===== src/rtl/serial_word_tx_if.sv =====
// CPU-side write port and UART status of serial_word_tx.
// master = CPU driving writes, slave = transmitter.
interface serial_word_tx_if;
  logic        SerialWrite;
  logic [15:0] SerialData;
  logic        TxD;
  logic        Busy;
  logic        Full;
  logic        Overflow;

  modport master (
    output SerialWrite, SerialData,
    input  TxD, Busy, Full, Overflow
  );

  modport slave (
    input  SerialWrite, SerialData,
    output TxD, Busy, Full, Overflow
  );
endinterface


===== src/rtl/serial_word_tx.sv =====
// 16-bit word FIFO feeding an 8N1 UART transmitter.
// Each word goes out as two frames, low byte first, with no gap between them.
module serial_word_tx #(
  parameter int unsigned CLKS_PER_BIT = 434,
  parameter int unsigned FIFO_DEPTH   = 4
) (
  input  logic              Clock,
  input  logic              Reset,
  serial_word_tx_if.slave   bus
);

  localparam int unsigned AW = $clog2(FIFO_DEPTH);
  localparam int unsigned CW = $clog2(CLKS_PER_BIT);

  if (CLKS_PER_BIT < 2) begin : g_bad_cpb
    $error("CLKS_PER_BIT must be at least 2");
  end
  if ((FIFO_DEPTH < 2) || ((FIFO_DEPTH & (FIFO_DEPTH - 1)) != 0)) begin : g_bad_depth
    $error("FIFO_DEPTH must be a power of 2 and at least 2");
  end

  typedef enum logic [1:0] {IDLE, START, DATA, STOP} state_t;

  state_t        r_state;
  state_t        w_state_next;

  logic [CW-1:0] r_bit_cnt;
  logic [2:0]    r_bit_idx;
  logic [15:0]   r_shift;
  logic          r_hi;

  logic [15:0]   r_mem [FIFO_DEPTH];
  logic [AW-1:0] r_wr_ptr;
  logic [AW-1:0] r_rd_ptr;
  logic [AW:0]   r_count;
  logic [AW:0]   w_count_next;

  logic          r_txd;
  logic          r_busy;
  logic          r_full;
  logic          r_ovf;

  logic          w_tick;
  logic          w_have;
  logic          w_pop;
  logic          w_push;
  logic          w_drop;
  logic          w_txd_next;

  assign w_have = (r_count != '0);
  assign w_tick = (r_bit_cnt == CW'(CLKS_PER_BIT - 1));

  // A pop on the same edge frees a slot, so a write into a full FIFO still lands.
  assign w_push = bus.SerialWrite && ((r_count != (AW+1)'(FIFO_DEPTH)) || w_pop);
  assign w_drop = bus.SerialWrite && !w_push;

  always_comb begin
    w_count_next = r_count;
    if (w_push && !w_pop) begin
      w_count_next = r_count + (AW+1)'(1);
    end else if (!w_push && w_pop) begin
      w_count_next = r_count - (AW+1)'(1);
    end
  end

  always_ff @(posedge Clock or negedge Reset) begin
    if (!Reset) begin
      r_wr_ptr <= '0;
      r_rd_ptr <= '0;
      r_count  <= '0;
      r_full   <= 1'b0;
      r_ovf    <= 1'b0;
    end else begin
      if (w_push) r_wr_ptr <= r_wr_ptr + AW'(1);
      if (w_pop)  r_rd_ptr <= r_rd_ptr + AW'(1);
      r_count <= w_count_next;
      r_full  <= (w_count_next == (AW+1)'(FIFO_DEPTH));
      if (w_drop) r_ovf <= 1'b1;
    end
  end

  always_ff @(posedge Clock) begin
    if (w_push) r_mem[r_wr_ptr] <= bus.SerialData;
  end

  always_ff @(posedge Clock or negedge Reset) begin
    if (!Reset) r_state <= IDLE;
    else        r_state <= w_state_next;
  end

  always_comb begin
    w_state_next = r_state;
    case (r_state)
      IDLE:  if (w_have) w_state_next = START;
      START: if (w_tick) w_state_next = DATA;
      DATA:  if (w_tick && (r_bit_idx == 3'd7)) w_state_next = STOP;
      STOP: begin
        if (w_tick) begin
          if (!r_hi || w_have) w_state_next = START;
          else                 w_state_next = IDLE;
        end
      end
      default: w_state_next = IDLE;
    endcase
  end

  // TxD is registered, so the line value is derived from the state being entered.
  always_comb begin
    w_pop      = w_have && ((r_state == IDLE) || ((r_state == STOP) && w_tick && r_hi));
    w_txd_next = 1'b1;
    case (w_state_next)
      START:   w_txd_next = 1'b0;
      DATA:    w_txd_next = ((r_state == DATA) && w_tick) ? r_shift[1] : r_shift[0];
      default: w_txd_next = 1'b1;
    endcase
  end

  // The shifter drops one bit per DATA bit, leaving the high byte in [7:0] after the low byte.
  always_ff @(posedge Clock or negedge Reset) begin
    if (!Reset) begin
      r_bit_cnt <= '0;
      r_bit_idx <= '0;
      r_shift   <= '0;
      r_hi      <= 1'b0;
      r_txd     <= 1'b1;
      r_busy    <= 1'b0;
    end else begin
      if ((r_state == IDLE) || w_tick) r_bit_cnt <= '0;
      else                             r_bit_cnt <= r_bit_cnt + CW'(1);

      if (r_state != DATA)  r_bit_idx <= '0;
      else if (w_tick)      r_bit_idx <= r_bit_idx + 3'd1;

      if (w_pop)                          r_shift <= r_mem[r_rd_ptr];
      else if ((r_state == DATA) && w_tick) r_shift <= {1'b0, r_shift[15:1]};

      if (w_pop)                                     r_hi <= 1'b0;
      else if ((r_state == STOP) && w_tick && !r_hi) r_hi <= 1'b1;

      r_txd  <= w_txd_next;
      r_busy <= (w_count_next != '0) || (w_state_next != IDLE);
    end
  end

  assign bus.TxD      = r_txd;
  assign bus.Busy     = r_busy;
  assign bus.Full     = r_full;
  assign bus.Overflow = r_ovf;

endmodule


===== src/flat_wrapper.sv =====
// flat-port wrapper written by rule: the top's interface ports become plain ports
module serial_word_tx_flat 
#(
  parameter int unsigned CLKS_PER_BIT = 434,
  parameter int unsigned FIFO_DEPTH   = 4
)
  (Clock, Reset, bus_SerialWrite, bus_SerialData, bus_TxD, bus_Busy, bus_Full, bus_Overflow);
  serial_word_tx_if bus_i ();
  input  logic Clock;
  input  logic Reset;
  input wire logic [$bits(bus_i.SerialWrite)-1:0] bus_SerialWrite;
  input wire logic [$bits(bus_i.SerialData)-1:0] bus_SerialData;
  output wire logic [$bits(bus_i.TxD)-1:0] bus_TxD;
  output wire logic [$bits(bus_i.Busy)-1:0] bus_Busy;
  output wire logic [$bits(bus_i.Full)-1:0] bus_Full;
  output wire logic [$bits(bus_i.Overflow)-1:0] bus_Overflow;
  assign bus_i.SerialWrite = bus_SerialWrite;
  assign bus_i.SerialData = bus_SerialData;
  assign bus_TxD = bus_i.TxD;
  assign bus_Busy = bus_i.Busy;
  assign bus_Full = bus_i.Full;
  assign bus_Overflow = bus_i.Overflow;
  serial_word_tx #(.CLKS_PER_BIT(CLKS_PER_BIT), .FIFO_DEPTH(FIFO_DEPTH)) u_core (.Clock(Clock), .Reset(Reset), .bus(bus_i));
endmodule

===== config.mk =====
export PLATFORM = sky130hd
export DESIGN_NAME = serial_word_tx_flat
export DESIGN_NICKNAME = d
export VERILOG_FILES = /design/src/rtl/serial_word_tx_if.sv /design/src/rtl/serial_word_tx.sv /design/src/flat_wrapper.sv
export SDC_FILE = /design/constraint.sdc
export NUM_CORES = 1
export LEC_CHECK = 0
export CAP_MARGIN = 10
export CORE_ASPECT_RATIO = 1.75
export CORE_MARGIN = 2
export CORE_UTILIZATION = 30
export CTS_BUF_LIST = sky130_fd_sc_hd__clkbuf_8 sky130_fd_sc_hd__clkbuf_16
export DETAILED_ROUTE_END_ITERATION = 10
export GPL_TIMING_DRIVEN = 0
export PLACE_DENSITY_LB_ADDON = 0.2
export SYNTH_ARGS = -nofsm -noshare
export SYNTH_HDL_FRONTEND = slang
export SYNTH_SLANG_ARGS = --single-unit

===== constraint.sdc =====
create_clock -name Clock -period 2.5 [get_ports Clock]
set_clock_uncertainty 0.2 [all_clocks]
set_input_delay 0.5 -clock Clock [delete_from_list [all_inputs] [get_ports Clock]]
set_output_delay 0.5 -clock Clock [all_outputs]
set_load 0.02 [all_outputs]

==> results.yml, run 1 <==
grt:
  track_usage: 0.1146
  grt.met1_usage: 0.1270
  global_route_wire_length_before_repair_mm: 14.81
  antenna_found_initial: 0
  first_global_vias: 2874
  grt.met3_usage: 0.01619
  maximum_number_of_pins_on_one_net_before_global_route_repair: 33
  grt_use_met2: 0.2162
  globalRoute.busiestLayer: "met2"
  grt_remaining_overflow: 0
setup_path:
  cp-end-kind: "flip-flop"
  critical_path_peak_fanout: 16
  worstSetupStartpoint: "u_core.r_bit_cnt[1]$_DFF_PN0_"
  required_ns: 2.32
  worst-r2r-setup-slack_ns: 0.21
  crit-reg2reg-launch: "u_core.r_bit_cnt[1]$_DFF_PN0_"
  reg2reg_depth: 5
  worstSetupStartpointType: "flip-flop"
  worst_setup_path_endpoint: "u_core.r_mem[2][14]$_DFFE_PP_"
  critical_path.reg2reg.endpoint: "u_core.r_mem[2][14]$_DFFE_PP_"
  path_class: "reg -> reg"
  cp_data_arrival_time_ns: 2.11
worst_hold_path:
  hold_path_class: "reg -> reg"
  hold_path_origin: "u_core.bus.Overflow$_DFFE_PN0P_"
power:
  worst_ir_drop_vdd_mv: 0.3793
  static-leakage-power_nw: 2.018
  overall_power_mw: 4.717
  power_density_over_the_cells_nw_per_um2: 870.5
placed_design:
  dp.cells: 518
  dpl_worst_slack_ns: -0.1710
  gp_routability_congestion: 0.7593
  post_dp_cell_area_um2: 5092
  place_hpwl_mm: 6.070
  io_buffers: 22
clock_tree:
  clock_net_sink_count: 106
  clockRootBuffer: "sky130_fd_sc_hd__clkbuf_16"
  htree_num_levels: 3
  cts_buffers: 9
  tritoncts: "built"
  clock_path_buffers: 2
  clock_insertion_delay_worst_skew_ns: 0.34
  post-cts-setup-buffer-count: 0
  clk_transition_reported_paths_ns: 0.08
route:
  detailroute.via_count: 2558
  firstDrtPassIters: 4
  drc: 0
  drt_iter0_drc: 127
  detail_route.vias_per_cell: 4.781
  routed_wire_length_mm: 8.562
  wl_per_cell_um: 16.00
  ant_nets: 0
sta:
  total_negative_setup_slack_ns: 0
  post_route_worst_setup_slack_ns: 0.2110
  tightest_slew_ns: 0.6599
  final-max-slew-violation-count: 0
  post_route_fraction_of_the_period_consumed_by_the_critical_path: 0.9156
  grt_setup_unrepaired: "no"
  setup_viol_count_final: 0
  fmax_mhz: 436.9
  final-hold-violation-count: 0
  finalHoldWorstSlack_ns: 0.2850
  final_critical_period_ns: 2.289
  slew_headroom: 0.5571
yosys:
  ys.warnings.count: 0
  synth_ff_type: "sky130_fd_sc_hd__edfxtp_1"
  post-synth-top-area-cell: "sky130_fd_sc_hd__edfxtp_1"
  post_synth_instance_area_um2: 4624
  async_flop_share: 0.3962
  total_of_flip_flops_plus_latches_after_synthesis: 106
  syn-num-nets: 339
  share_of_the_yosys_chip_area_belonging_to_registers: 0.6431
  syn_area_per_cell_um2: 14.97
  area_share_of_the_largest_cell_type_after_synthesis: 0.4156
  synth_cell_types: 55
  postSynthCellCount: 309
  synth-edff-count: 64
  netlist_top_cells_area: "sky130_fd_sc_hd__edfxtp_1 42%, sky130_fd_sc_hd__dfrtp_1 22%, sky130_fd_sc_hd__mux4_2 7.8%, sky130_fd_sc_hd__ha_1 3.0%, sky130_fd_sc_hd__mux2i_1 2.8%"
layout:
  ff_latch_area_um2: 2974
  nNetsFinal: 374
  postLayoutCoreUtil: 0.3556
  commonest_non_fill_non_tap_cell_in_the_layout: "sky130_fd_sc_hd__edfxtp_1"
  multiInputGateArea_um2: 1563
  antenna_cells_inserted: 0
  design_area_um2: 5419
  fin_cells: 535
  drive_gt1_frac: 0.1777
  layout.filler_cells: 1491
  layout_common_cells: "64 x sky130_fd_sc_hd__edfxtp_1, 41 x sky130_fd_sc_hd__dfrtp_1, 31 x sky130_fd_sc_hd__nand2_1"
  syn2layout_area_growth_pct: 17.18
floorplanning:
  number_of_primary_i_o_pins: 23
  row_count: 60
  core-area_um2: 15240
  floorplan.initialDensity: 0.3034
  dieArea_um2: 16460
  die-width_um: 97.86
  chipHeight_um: 168.2
run:
  maxCapViolCount: 0
run_status:
  status: "complete, no violations"
==> kinds of logic after synthesis <==
family | after synthesis | synth area share
buffers and inverters | 19 | 0.02219
and+or+nand+nor | 88 | 0.1047
DFF | 106 | 0.6431
adders and majority gates | 11 | 0.02976
AOI/OAI and AO/OA | 41 | 0.06305
xor gates and xnor gates | 13 | 0.02625
muxes | 31 | 0.1109
==> critical path, stage by stage, from the launching register on <==
cell,delay [ns]
sky130_fd_sc_hd__dfrtp_1,0.39
sky130_fd_sc_hd__inv_1,0.06
sky130_fd_sc_hd__ha_1,0.22
sky130_fd_sc_hd__nand4b_4,0.19
sky130_fd_sc_hd__o41ai_4,0.44
sky130_fd_sc_hd__and3_4,0.45
==> worst min path at each step <==
| stage | endpoint | cells past startpoint |
|---|---|---|
| floorplan | u_core.bus.Busy$_DFF_PN0_ | 0 |
| global placement | u_core.bus.Overflow$_DFFE_PN0P_ | 1 |
| detailed placement | u_core.r_bit_cnt[4]$_DFF_PN0_ | 1 |
| CTS | u_core.bus.Overflow$_DFFE_PN0P_ | 1 |
| global route | u_core.bus.Overflow$_DFFE_PN0P_ | 1 |
| finish | u_core.bus.Overflow$_DFFE_PN0P_ | 1 |
==> registers in the layout, summed over array words and instances, names as in the netlist, 2 cells and up <==
name	count
u_core.r_mem	64
u_core.r_shift	16
u_core.r_bit_cnt	9
u_core.r_bit_idx	3
u_core.r_count	3
u_core.r_rd_ptr	2
u_core.r_state	2
u_core.r_wr_ptr	2
==> Yosys cell counts, types with 3 or more instances <==
| cell | n |
|---|---|
| sky130_fd_sc_hd__a21oi_1 | 6 |
| sky130_fd_sc_hd__nand3_1 | 11 |
| sky130_fd_sc_hd__nand2b_1 | 3 |
| sky130_fd_sc_hd__o21ai_0 | 16 |
| sky130_fd_sc_hd__o21ai_1 | 3 |
| sky130_fd_sc_hd__clkbuf_1 | 3 |
| sky130_fd_sc_hd__nor2_1 | 19 |
| sky130_fd_sc_hd__or3_1 | 3 |
| sky130_fd_sc_hd__edfxtp_1 | 64 |
| sky130_fd_sc_hd__buf_6 | 3 |
| sky130_fd_sc_hd__buf_2 | 4 |
| sky130_fd_sc_hd__mux2i_1 | 13 |
| sky130_fd_sc_hd__xor2_1 | 3 |
| sky130_fd_sc_hd__and3_2 | 4 |
| sky130_fd_sc_hd__ha_1 | 11 |
| sky130_fd_sc_hd__inv_1 | 8 |
| sky130_fd_sc_hd__nand2_1 | 31 |
| sky130_fd_sc_hd__mux4_2 | 16 |
| sky130_fd_sc_hd__dfrtp_1 | 41 |
| sky130_fd_sc_hd__xnor2_1 | 9 |
==> layer usage <==
layer | part of all wire | up-vias
met1 | 0.40 | 1296
met4 | 0.017 | 0
met5 | 0 | -
met3 | 0.019 | 10
li1 | - | 1228
met2 | 0.56 | 24
==> cell type report <==
| cell class | instances | share of cell area |
|---|---|---|
| plain buffers | 11 | 0.01339 |
| clock buffers | 10 | 0.04410 |
| clock inverters | 6 | 0.01154 |
| inverters | 8 | 0.005541 |
| multi-input cells | 184 | 0.2884 |
| flip-flops and latches | 106 | 0.5488 |
| well taps | 186 | 0.04295 |
| repair buffers | 24 | 0.04526 |
==> power by group <==
part | total, mW | switching (mW) | internal [mW]
Clock | 1.42 | 0.685 | 0.732
Sequential | 2.39 | 0.180 | 2.21
Combinational | 0.909 | 0.483 | 0.426
Total | 4.72 | 1.35 | 3.37
==> timing repair <==
item / 4_1_cts / 5_1_grt
hold endpoints to repair: 10 / 0
pin swaps: 0 / 1
hold buffers: 1 / 0
setup endpoints to repair: 60 / 64
resized for setup: 1 / 3
Note: power is estimated with default switching activity, not from simulation.
==> run 2, diff against run 1 <==
--- a/config.mk
+++ b/config.mk
@@ -6,12 +6,13 @@
 export NUM_CORES = 1
 export LEC_CHECK = 0
 export CAP_MARGIN = 10
+export CELL_PAD_IN_SITES_DETAIL_PLACEMENT = 1
+export CELL_PAD_IN_SITES_GLOBAL_PLACEMENT = 1
 export CORE_ASPECT_RATIO = 1.75
 export CORE_MARGIN = 2
 export CORE_UTILIZATION = 30
 export CTS_BUF_LIST = sky130_fd_sc_hd__clkbuf_8 sky130_fd_sc_hd__clkbuf_16
 export DETAILED_ROUTE_END_ITERATION = 10
-export GPL_TIMING_DRIVEN = 0
 export PLACE_DENSITY_LB_ADDON = 0.2
 export SYNTH_ARGS = -nofsm -noshare
 export SYNTH_HDL_FRONTEND = slang
==> run 2 against run 1 <==
Maximum frequency shrank 0.74%. Non-clock buffer count grew 4. Register-to-register slack lost 0.02 ns. Via count grew 2.7%. Critical endpoint is now u_core.bus.Busy$_DFF_PN0_. Final cell count grew 0.75%. Sequential power is essentially flat. Power grew 2.7%. Die area is the same. Routed wire length grew 6.7%. Combinational power grew 10%. Count of clock-buffer cells in the layout shrank 1. First-iteration DRC count shrank 29%.
==> results.yml, run 2 (synthesis gave the netlist of run 1 again) <==
run_status:
  status: "complete, no violations"
floorplanning:
  die-width_um: 97.86
  dieArea_um2: 16460
  chipHeight_um: 168.2
  row_count: 60
  number_of_primary_i_o_pins: 23
  floorplan.initialDensity: 0.3034
  core-area_um2: 15240
setup_path:
  cp-end-kind: "flip-flop"
  worstSetupStartpointType: "flip-flop"
  path_cells: "inv_1, ha_1, nand4b_4, o41ai_4, o2111ai_2, a21boi_1, o211ai_1"
  path_class: "reg -> reg"
  critPathMaxStageDelay_ns: 0.51
  worst_path_dominant_cell_family: "compound AO/OA/AOI/OAI gates"
  critical-path-slowest-cell: "sky130_fd_sc_hd__o41ai_4"
  worst-path-buf-inv: 1
  required_ns: 2.51
  cp_data_arrival_time_ns: 2.32
  critical_path_peak_fanout: 6
clock_tree:
  clk_transition_reported_paths_ns: 0.07
  clockRootBuffer: "sky130_fd_sc_hd__clkbuf_16"
  htree_num_levels: 3
  clock_path_buffers: 2
  cts_buffers: 9
  cts_repair_resized_insts: 0
  tritoncts: "built"
  clock_insertion_delay_worst_skew_ns: 0.35
  clock_net_sink_count: 106
layout:
  postLayoutCoreUtil: 0.3622
  commonest_non_fill_non_tap_cell_in_the_layout: "sky130_fd_sc_hd__edfxtp_1"
  drive_gt1_frac: 0.1955
  nNetsFinal: 378
  max_flop_register: "u_core.r_mem"
  number_of_flip_flops_under_the_largest_register_name: 64
  reg_top3: "u_core.r_mem x64, u_core.r_shift x16, u_core.r_bit_cnt x9"
  layout_common_cells: "64 x sky130_fd_sc_hd__edfxtp_1, 41 x sky130_fd_sc_hd__dfrtp_1, 31 x sky130_fd_sc_hd__nand2_1"
  antenna_cells_inserted: 0
  syn2layout_area_growth_pct: 19.37
worst_hold_path:
  hold_path_class: "reg -> reg"
route:
  firstDrtPassIters: 4
  detail_route.vias_per_cell: 4.874
  wl_per_cell_um: 16.94
  detailroute.via_count: 2627
  ant_nets: 0
  drt_iter0_drc: 90
  routed_wire_length_mm: 9.133
  drc: 0
sta:
  grt_setup_unrepaired: "no"
  total_negative_setup_slack_ns: 0
  post_route_worst_setup_slack_ns: 0.1940
  final_critical_period_ns: 2.306
  fmax_mhz: 433.7
  post_route_fraction_of_the_period_consumed_by_the_critical_path: 0.9224
  final-max-slew-violation-count: 0
  tightest_slew_ns: 0.7347
  final-hold-violation-count: 0
  finalHoldWorstSlack_ns: 0.2951
  slew_headroom: 0.5069
  setup_viol_count_final: 0
placed_design:
  gp_routability_congestion: 0.7320
  dpl_worst_slack_ns: 0.1561
  io_buffers: 22
  place_hpwl_mm: 6.509
run:
  maxCapViolCount: 0
power:
  overall_power_mw: 4.844
  worst_ir_drop_vdd_mv: 0.4578
  static-leakage-power_nw: 2.072
  power_density_over_the_cells_nw_per_um2: 877.4
grt:
  grt_remaining_overflow: 0
  first_global_vias: 2945
  global_route_wire_length_before_repair_mm: 15.41
  maximum_number_of_pins_on_one_net_before_global_route_repair: 31
  antenna_found_initial: 0
  track_usage: 0.1198
==> run 2: cell count changes in the layout (fill, tap and decap cells not counted), moves of 3 or more <==
| cell | change |
|---|---|
| sky130_fd_sc_hd__buf_4 | +9 |
| sky130_fd_sc_hd__buf_12 | +5 |
| sky130_fd_sc_hd__buf_2 | -4 |
| sky130_fd_sc_hd__inv_6 | -3 |
| sky130_fd_sc_hd__and3_2 | +4 |
| sky130_fd_sc_hd__buf_6 | -3 |
| sky130_fd_sc_hd__clkbuf_1 | -3 |
| sky130_fd_sc_hd__and3_4 | -4 |
==> run 2: timing repair <==
item,in CTS,in global routing
buffers inserted,0,0
hold buffers,1,0
hold endpoints to repair,18,0
==> run 2: through the flow <==
stage               cell area [um2]  instances
detailed placement             5195        522
finish                         5520        539
floorplan                      4624        309
CTS                            5520        539
global placement               5195        522
global route                   5520        539
==> run 2: final timing paths <==
| kind | from | endpoint | slack (ns) | cells past startpoint |
|---|---|---|---|---|
| max | u_core.r_bit_cnt[1]$_DFF_PN0_ | u_core.bus.Busy$_DFF_PN0_ | 0.19 | 7 |
| min | u_core.r_bit_cnt[0]$_DFF_PN0_ | u_core.r_bit_cnt[0]$_DFF_PN0_ | 0.30 | 1 |
| max reg2reg | u_core.r_bit_cnt[1]$_DFF_PN0_ | u_core.bus.Busy$_DFF_PN0_ | 0.19 | 7 |
| min reg2reg | u_core.r_bit_cnt[0]$_DFF_PN0_ | u_core.r_bit_cnt[0]$_DFF_PN0_ | 0.30 | 1 |
| max in group asynchronous | Reset | u_core.r_shift[10]$_DFFE_PN0P_ | 1.15 | 3 |
| min in group asynchronous | Reset | u_core.r_bit_idx[0]$_DFFE_PN0P_ | 0.45 | 2 |
==> run 2: power breakdown <==
group	switching [mW]	internal [mW]
Sequential	0.187	2.21
Clock	0.724	0.723
Combinational	0.510	0.490
Total	1.42	3.42
==> run 2: final cells by class <==
class | count | area [um2]
clock buffers | 9 | 225.2
clock inverters | 7 | 90.09
inverters | 8 | 30.03
flip-flops and latches | 106 | 2974
repair buffers | 39 | 420.4
multi-input cells | 184 | 1548
fillers | 1584 | 9719
well taps | 186 | 232.7
==> run 2: metal layers <==
metal | GRT usage | routed length, um | up-vias
li1 | - | - | 1234
met1 | 0.1332 | 3582 | 1360
met2 | 0.2248 | 5273 | 25
met3 | 0.02242 | 144 | 8
met4 | 0.04167 | 133 | 0
met5 | 0 | 0 | -
==> edit 1: new RTL, config.mk and constraints of run 2 <==
`FIFO_DEPTH` is set to 4 in 2 places; all go to 2.
--- a/src/rtl/serial_word_tx.sv
+++ b/src/rtl/serial_word_tx.sv
@@ -3,5 +3,5 @@
 module serial_word_tx #(
   parameter int unsigned CLKS_PER_BIT = 434,
-  parameter int unsigned FIFO_DEPTH   = 4
+  parameter int unsigned FIFO_DEPTH   = 2
 ) (
   input  logic              Clock,
--- a/src/flat_wrapper.sv
+++ b/src/flat_wrapper.sv
@@ -3,5 +3,5 @@
 #(
   parameter int unsigned CLKS_PER_BIT = 434,
-  parameter int unsigned FIFO_DEPTH   = 4
+  parameter int unsigned FIFO_DEPTH   = 2
 )
   (Clock, Reset, bus_SerialWrite, bus_SerialData, bus_TxD, bus_Busy, bus_Full, bus_Overflow);
Function: changed (a bounded check fails within 4 cycles, from zero or initial values and one cycle with Reset low).
==> edit 1 against run 2 <==
  * Sequential cell count down 35
  * Critical endpoint is now u_core.r_mem[1][15]
  * Sequential power down 32%
  * Core utilization up 2.2 points
  * Synthesized cell count down 17%
  * Routed wire length down 34%
  * Area after synthesis down 34%
  * Clock power down 17%
  * Highest routed layer unchanged
  * Setup slack better by 0.13 ns
  * Design area down 31%
  * Power down 29%
==> edit 1: results (changes against run 2) <==
| Metric | Value |
|---|---|
| Final GP Congestion | 0.766 (+4.7%) |
| Wire length on met2 | 3350 um (-36%) |
| Hold endpoint | u_core.bus.Overflow |
| Critical path's slowest cell | dfrtp_1 |
| XOR/XNOR share of the synthesized area | 2.86% (+0.23 points) |
| Sequential share of the synthesized area | 63.2% (-1.1 points) |
| CP Max Fanout | 16 (+10) |
| Area of the multi-input gates | 1050 sq um (-32%) |
| Outcome | completed |
| Actual slew at the worst max-slew pin | 0.729 ns (-0.00599 ns) |
| Non-clk buf share | 9.53% (+1.9 points) |
| Setup crit end | u_core.r_mem[1][15] |
| M1 GR Usage | 12.6% (-0.68 points) |
| Clock Latency Late Sink | 0.33 ns (-0.02 ns) |
| Mux cell area share after synthesis | 1.14% (-10 points) |
| Final Util | 38.4% (+2.2 points) |
| Layout cells sized above 1 | 12.8% (-6.8 points) |
| Number of sequential cells | 71 (-33%) |
| Biggest regs | u_core.r_mem x32, u_core.r_shift x16, u_core.r_bit_cnt x9 |
| VDD IR max | 0.441 mV (-3.6%) |
| Number of multi-input combinational cells | 168 (-8.7%) |
| Top_reg_cell synth | dfrtp_1 |
| Hpwl dp | 4420 um (-32%) |
| Post-synth EDFFs | 32 (-50%) |
| Total routed wirelength | 6050 um (-34%) |
| Vias in the first global route | 2,268 (-23%) |
| Largest net degree at the start of global routing | 35 (+13%) |
| GRT Overall Usage | 12.8% (+0.81 points) |
| Placed cell area | 3510 sq um (-32%) |
| Dominant cells by area after synthesis | edfxtp_1 (31%), dfrtp_1 (31%), nand2_1 (4.8%) |
| Signal inverters | 5 (-3) |
| Met3 Use GR | 3.54% (+1.3 points) |
| Clk slew on worst S/H paths | 0.05 ns (-0.02 ns) |
| Leakage dissipation | 0.00147 uW (-29%) |
| Fraction of registers with async set/reset | 54.9% (+15 points) |
-- edit 1: cell count changes in the layout (fill, tap and decap cells not counted), sizes merged, moves of 14 or more --
| cell | change |
|---|---|
| edfxtp | -32 |
| mux4 | -16 |
| nor2b | +16 |
| a211oi | +15 |
| a31oi | +14 |
| o21ai | -14 |
-- edit 1: critical path: cells and delay by family, from the launching register on --
kind	cells	cell delay, ns
AO/OA/AOI/OAI	2	0.33
flip-flops	1	0.40
AND/OR/NAND/NOR	3	0.49
adder cells (fa/ha/maj)	1	0.20
buffers and inverters	2	0.30
-- edit 1: report_power, final --
| group | internal (uW) | switching (uW) |
|---|---|---|
| clock network | 755 | 456 |
| logic | 290 | 310 |
| registers | 1490 | 143 |
-- edit 1: metrics by stage --
stage	std cells	hold slack [ns]
final	423	0.281
after global routing	423	0.308
after CTS	423	0.289
after detailed placement	406	0.282
after global placement	406	0.258
after floorplan	257	0.00441
==> edit 2: new RTL, config.mk and constraints of run 2 <==
Without the edit above. The 4 states of `state_t` get a one-hot encoding in 4 bits.
--- a/src/rtl/serial_word_tx.sv
+++ b/src/rtl/serial_word_tx.sv
@@ -20,5 +20,5 @@
   end
 
-  typedef enum logic [1:0] {IDLE, START, DATA, STOP} state_t;
+  typedef enum logic [3:0] {IDLE = 4'b0001, START = 4'b0010, DATA = 4'b0100, STOP = 4'b1000} state_t;
 
   state_t        r_state;
Function: no difference found for any inputs over 10 cycles, from zero or initial values and one cycle with Reset low; not proved beyond that.
==> edit 2 against run 2 <==
  * Count of clock-buffer cells in the layout did not move
  * Power fell by 8.4%
  * Area after synthesis decreased by 0.78%
  * Combinational power decreased by 24%
  * Setup slack got worse by 0.0097 ns
  * Non-clock buffer count shrank 2
  * Routed wire length is 4.9% lower
  * Design area fell by 1.1%
  * Sequential power decreased by 5%
  * Sequential cell count increased by 2
  * Largest cell class unchanged
  * Largest power group unchanged
==> edit 2: results (changes against run 2) <==
| Metric | Value |
|---|---|
| Outcome | completed |
| Net Sw Frac | 27.0% (-2.3 points) |
| Clock Tree Root | clkbuf_16 |
| Largest net degree at the start of global routing | 33 (+6.5%) |
| Total routed wirelength | 8690 um (-4.9%) |
| Final GP Congestion | 0.727 (-0.68%) |
| Routed WL per cell | 16.3 um (-3.6%) |
| Dominant cells by area after synthesis | edfxtp_1 (42%), dfrtp_1 (23%), mux4_2 (7.9%) |
| Sequential share of the synthesized area | 65.9% (+1.6 points) |
| Number of fill cells | 1,579 (-0.32%) |
| Max-slew headroom | 64.6% (+14 points) |
| Inst Count DP | 515 (-1.3%) |
| Vias | 2,502 (-4.8%) |
| Layout cells sized above 1 | 17.8% (-1.8 points) |
| Drt initial violations | 70 (-22%) |
| Synth top cells by count | edfxtp_1 (64), dfrtp_1 (42), nand2_1 (33) |
| Hold endpoint | u_core.r_shift[14] |
| Post-Syn Nets | 338 (-0.29%) |
| Worst-case reg-to-reg path depth | 8 (+1) |
| Fraction of registers with async set/reset | 40.7% (+1.1 points) |
| Post-Place Worst Slack | 0.0508 ns (-0.105 ns) |
| CTS H-Tree Depth | 3 (unchanged) |
| Met3 WL post-DR | 176 um (+22%) |
| Syn_area_per_cell | 14.9 sq um (-0.46%) |
| Worst R2R Setup Slack | between 0.15 and 0.2 ns |
| M1 WL | 3380 um (-5.7%) |
| Biggest regs | u_core.r_mem x64, u_core.r_shift x16, u_core.r_bit_cnt x9 |
| Initial antenna violation count | 0 (unchanged) |
| Synth Area in Compound Gates | 5.92% (-0.39 points) |
| GRT Overall Usage | 11.6% (-0.36 points) |
| Mux cell area share after synthesis | 11.2% (+0.088 points) |
| Reg2reg start | u_core.r_bit_cnt[1] |
| Final layout net count | 374 (-1.1%) |
| Leakage dissipation | 0.00207 uW (about the same) |
| Synth Area in Adders | 3.00% (+0.024 points) |
| CTS max path bufs | 2 (unchanged) |
| Fin Hold WS | 0.275 ns (-0.0204 ns) |
| Port Buffers | 22 (unchanged) |
| Inserted Diodes | 0 (unchanged) |
| Hpwl dp | 6240 um (-4.2%) |
| VDD IR max | 0.424 mV (-7.4%) |
| CP Max Fanout | 16 (+10) |
| Source of the worst hold timing path | u_core.r_shift[14] |
| Initial DRT Pass Iterations | 4 (unchanged) |
| Arr. time, crit path | 2.17 ns (-0.15 ns) |
| R2R Path End | u_core.r_mem[3][8] |
| Synth cell types | 45 (-18%) |
| Hold depth | 2 (+1) |
| Wire length on met2 | 4910 um (-7.0%) |
| CTS buffer count | 9 (unchanged) |
| Worst hold-check path type | reg -> reg |
| Global-route wire length before repair | 14,800 um (-3.9%) |
| Post-synth EDFFs | 64 (unchanged) |
| Clock Latency Late Sink | 0.35 ns (about the same) |
| Yosys warnings | 0 (unchanged) |
| XOR/XNOR share of the synthesized area | 2.48% (-0.14 points) |
| Vias in the first global route | 2,871 (-2.5%) |
-- edit 2: cell types whose count changed in the layout (fill, tap and decap cells not counted), moves of 3 or more --
cell,change
nor2_1,+5
a22oi_1,+4
clkinv_8,-3
and3_2,-4
nand3_1,-6
and2_1,+5
or3_1,-3
-- edit 2: critical path, stage by stage (launching register included) --
cell	delay [ns]
dfrtp_1	0.38
inv_1	0.06
ha_1	0.14
and4b_1	0.29
a41o_2	0.30
nor3_2	0.07
nor2b_2	0.20
and2_1	0.20
buf_12	0.17
-- edit 2: power groups by stage --
stage          clock [uW]  combinational [uW]  sequential [uW]
2_1_floorplan           0                 429             2310
3_3_place_gp            0                 748             2300
3_5_place_dp            0                 777             2320
4_1_cts              1460                 778             2280
5_1_grt              1530                 851             2300
6_report             1400                 759             2270
-- edit 2: metal layers --
metal	global-route usage [%]	vias to the layer above
li1	-	1200
met1	12.4	1264
met2	21.6	26
met3	2.00	12
met4	5.86	0
met5	0	-
-- edit 2: cell families (layout without fill, tap and decap cells) --
family | count (synthesis) | in the layout
xor+xnor | 13 | 13
fa+ha+maj | 11 | 11
buf+inv | 21 | 62
mux | 30 | 30
simple gates | 84 | 84
compound gates | 41 | 41
flops | 108 | 108
-- edit 2: metrics by stage --
step | instance area [sq um] | util, %
2_1_floorplan | 4590 | -
3_3_place_gp | 5150 | 34.5
3_5_place_dp | 5150 | 34.5
4_1_cts | 5450 | 36.6
5_1_grt | 5460 | 36.6
6_report | 5460 | 36.6
-- edit 2: how the worst max path moves through the flow --
stage                                to  slack [ns]  cells past startpoint                 from
floorplan            u_core.r_mem[0][0]        0.03                      7  u_core.r_bit_cnt[1]
global placement     u_core.r_mem[1][7]        0.16                      8  u_core.r_bit_cnt[1]
detailed placement   u_core.r_mem[3][7]        0.05                      8  u_core.r_bit_cnt[1]
CTS                 u_core.r_mem[0][13]        0.03                      8  u_core.r_bit_cnt[1]
global route        u_core.r_mem[2][13]        0.05                      8  u_core.r_bit_cnt[1]
finish               u_core.r_mem[3][8]        0.18                      8  u_core.r_bit_cnt[1]
-- edit 2: area by class of cell --
type / instances / area share [%]
flip-flops and latches: 108 / 55.4
repair buffers: 37 / 7.20
clock buffers: 9 / 4.12
well taps: 183 / 4.19
inverters: 9 / 0.619
clock inverters: 7 / 1.31
multi-input cells: 179 / 27.2
-- edit 2: timing repair --
action                                  in CTS  in global routing
buffers inserted                             0                  0
endpoints found under the setup margin       0                 64
endpoints found under the hold margin        7                  0
hold buffers                                 1                  0
gates resized for setup                      0                  2
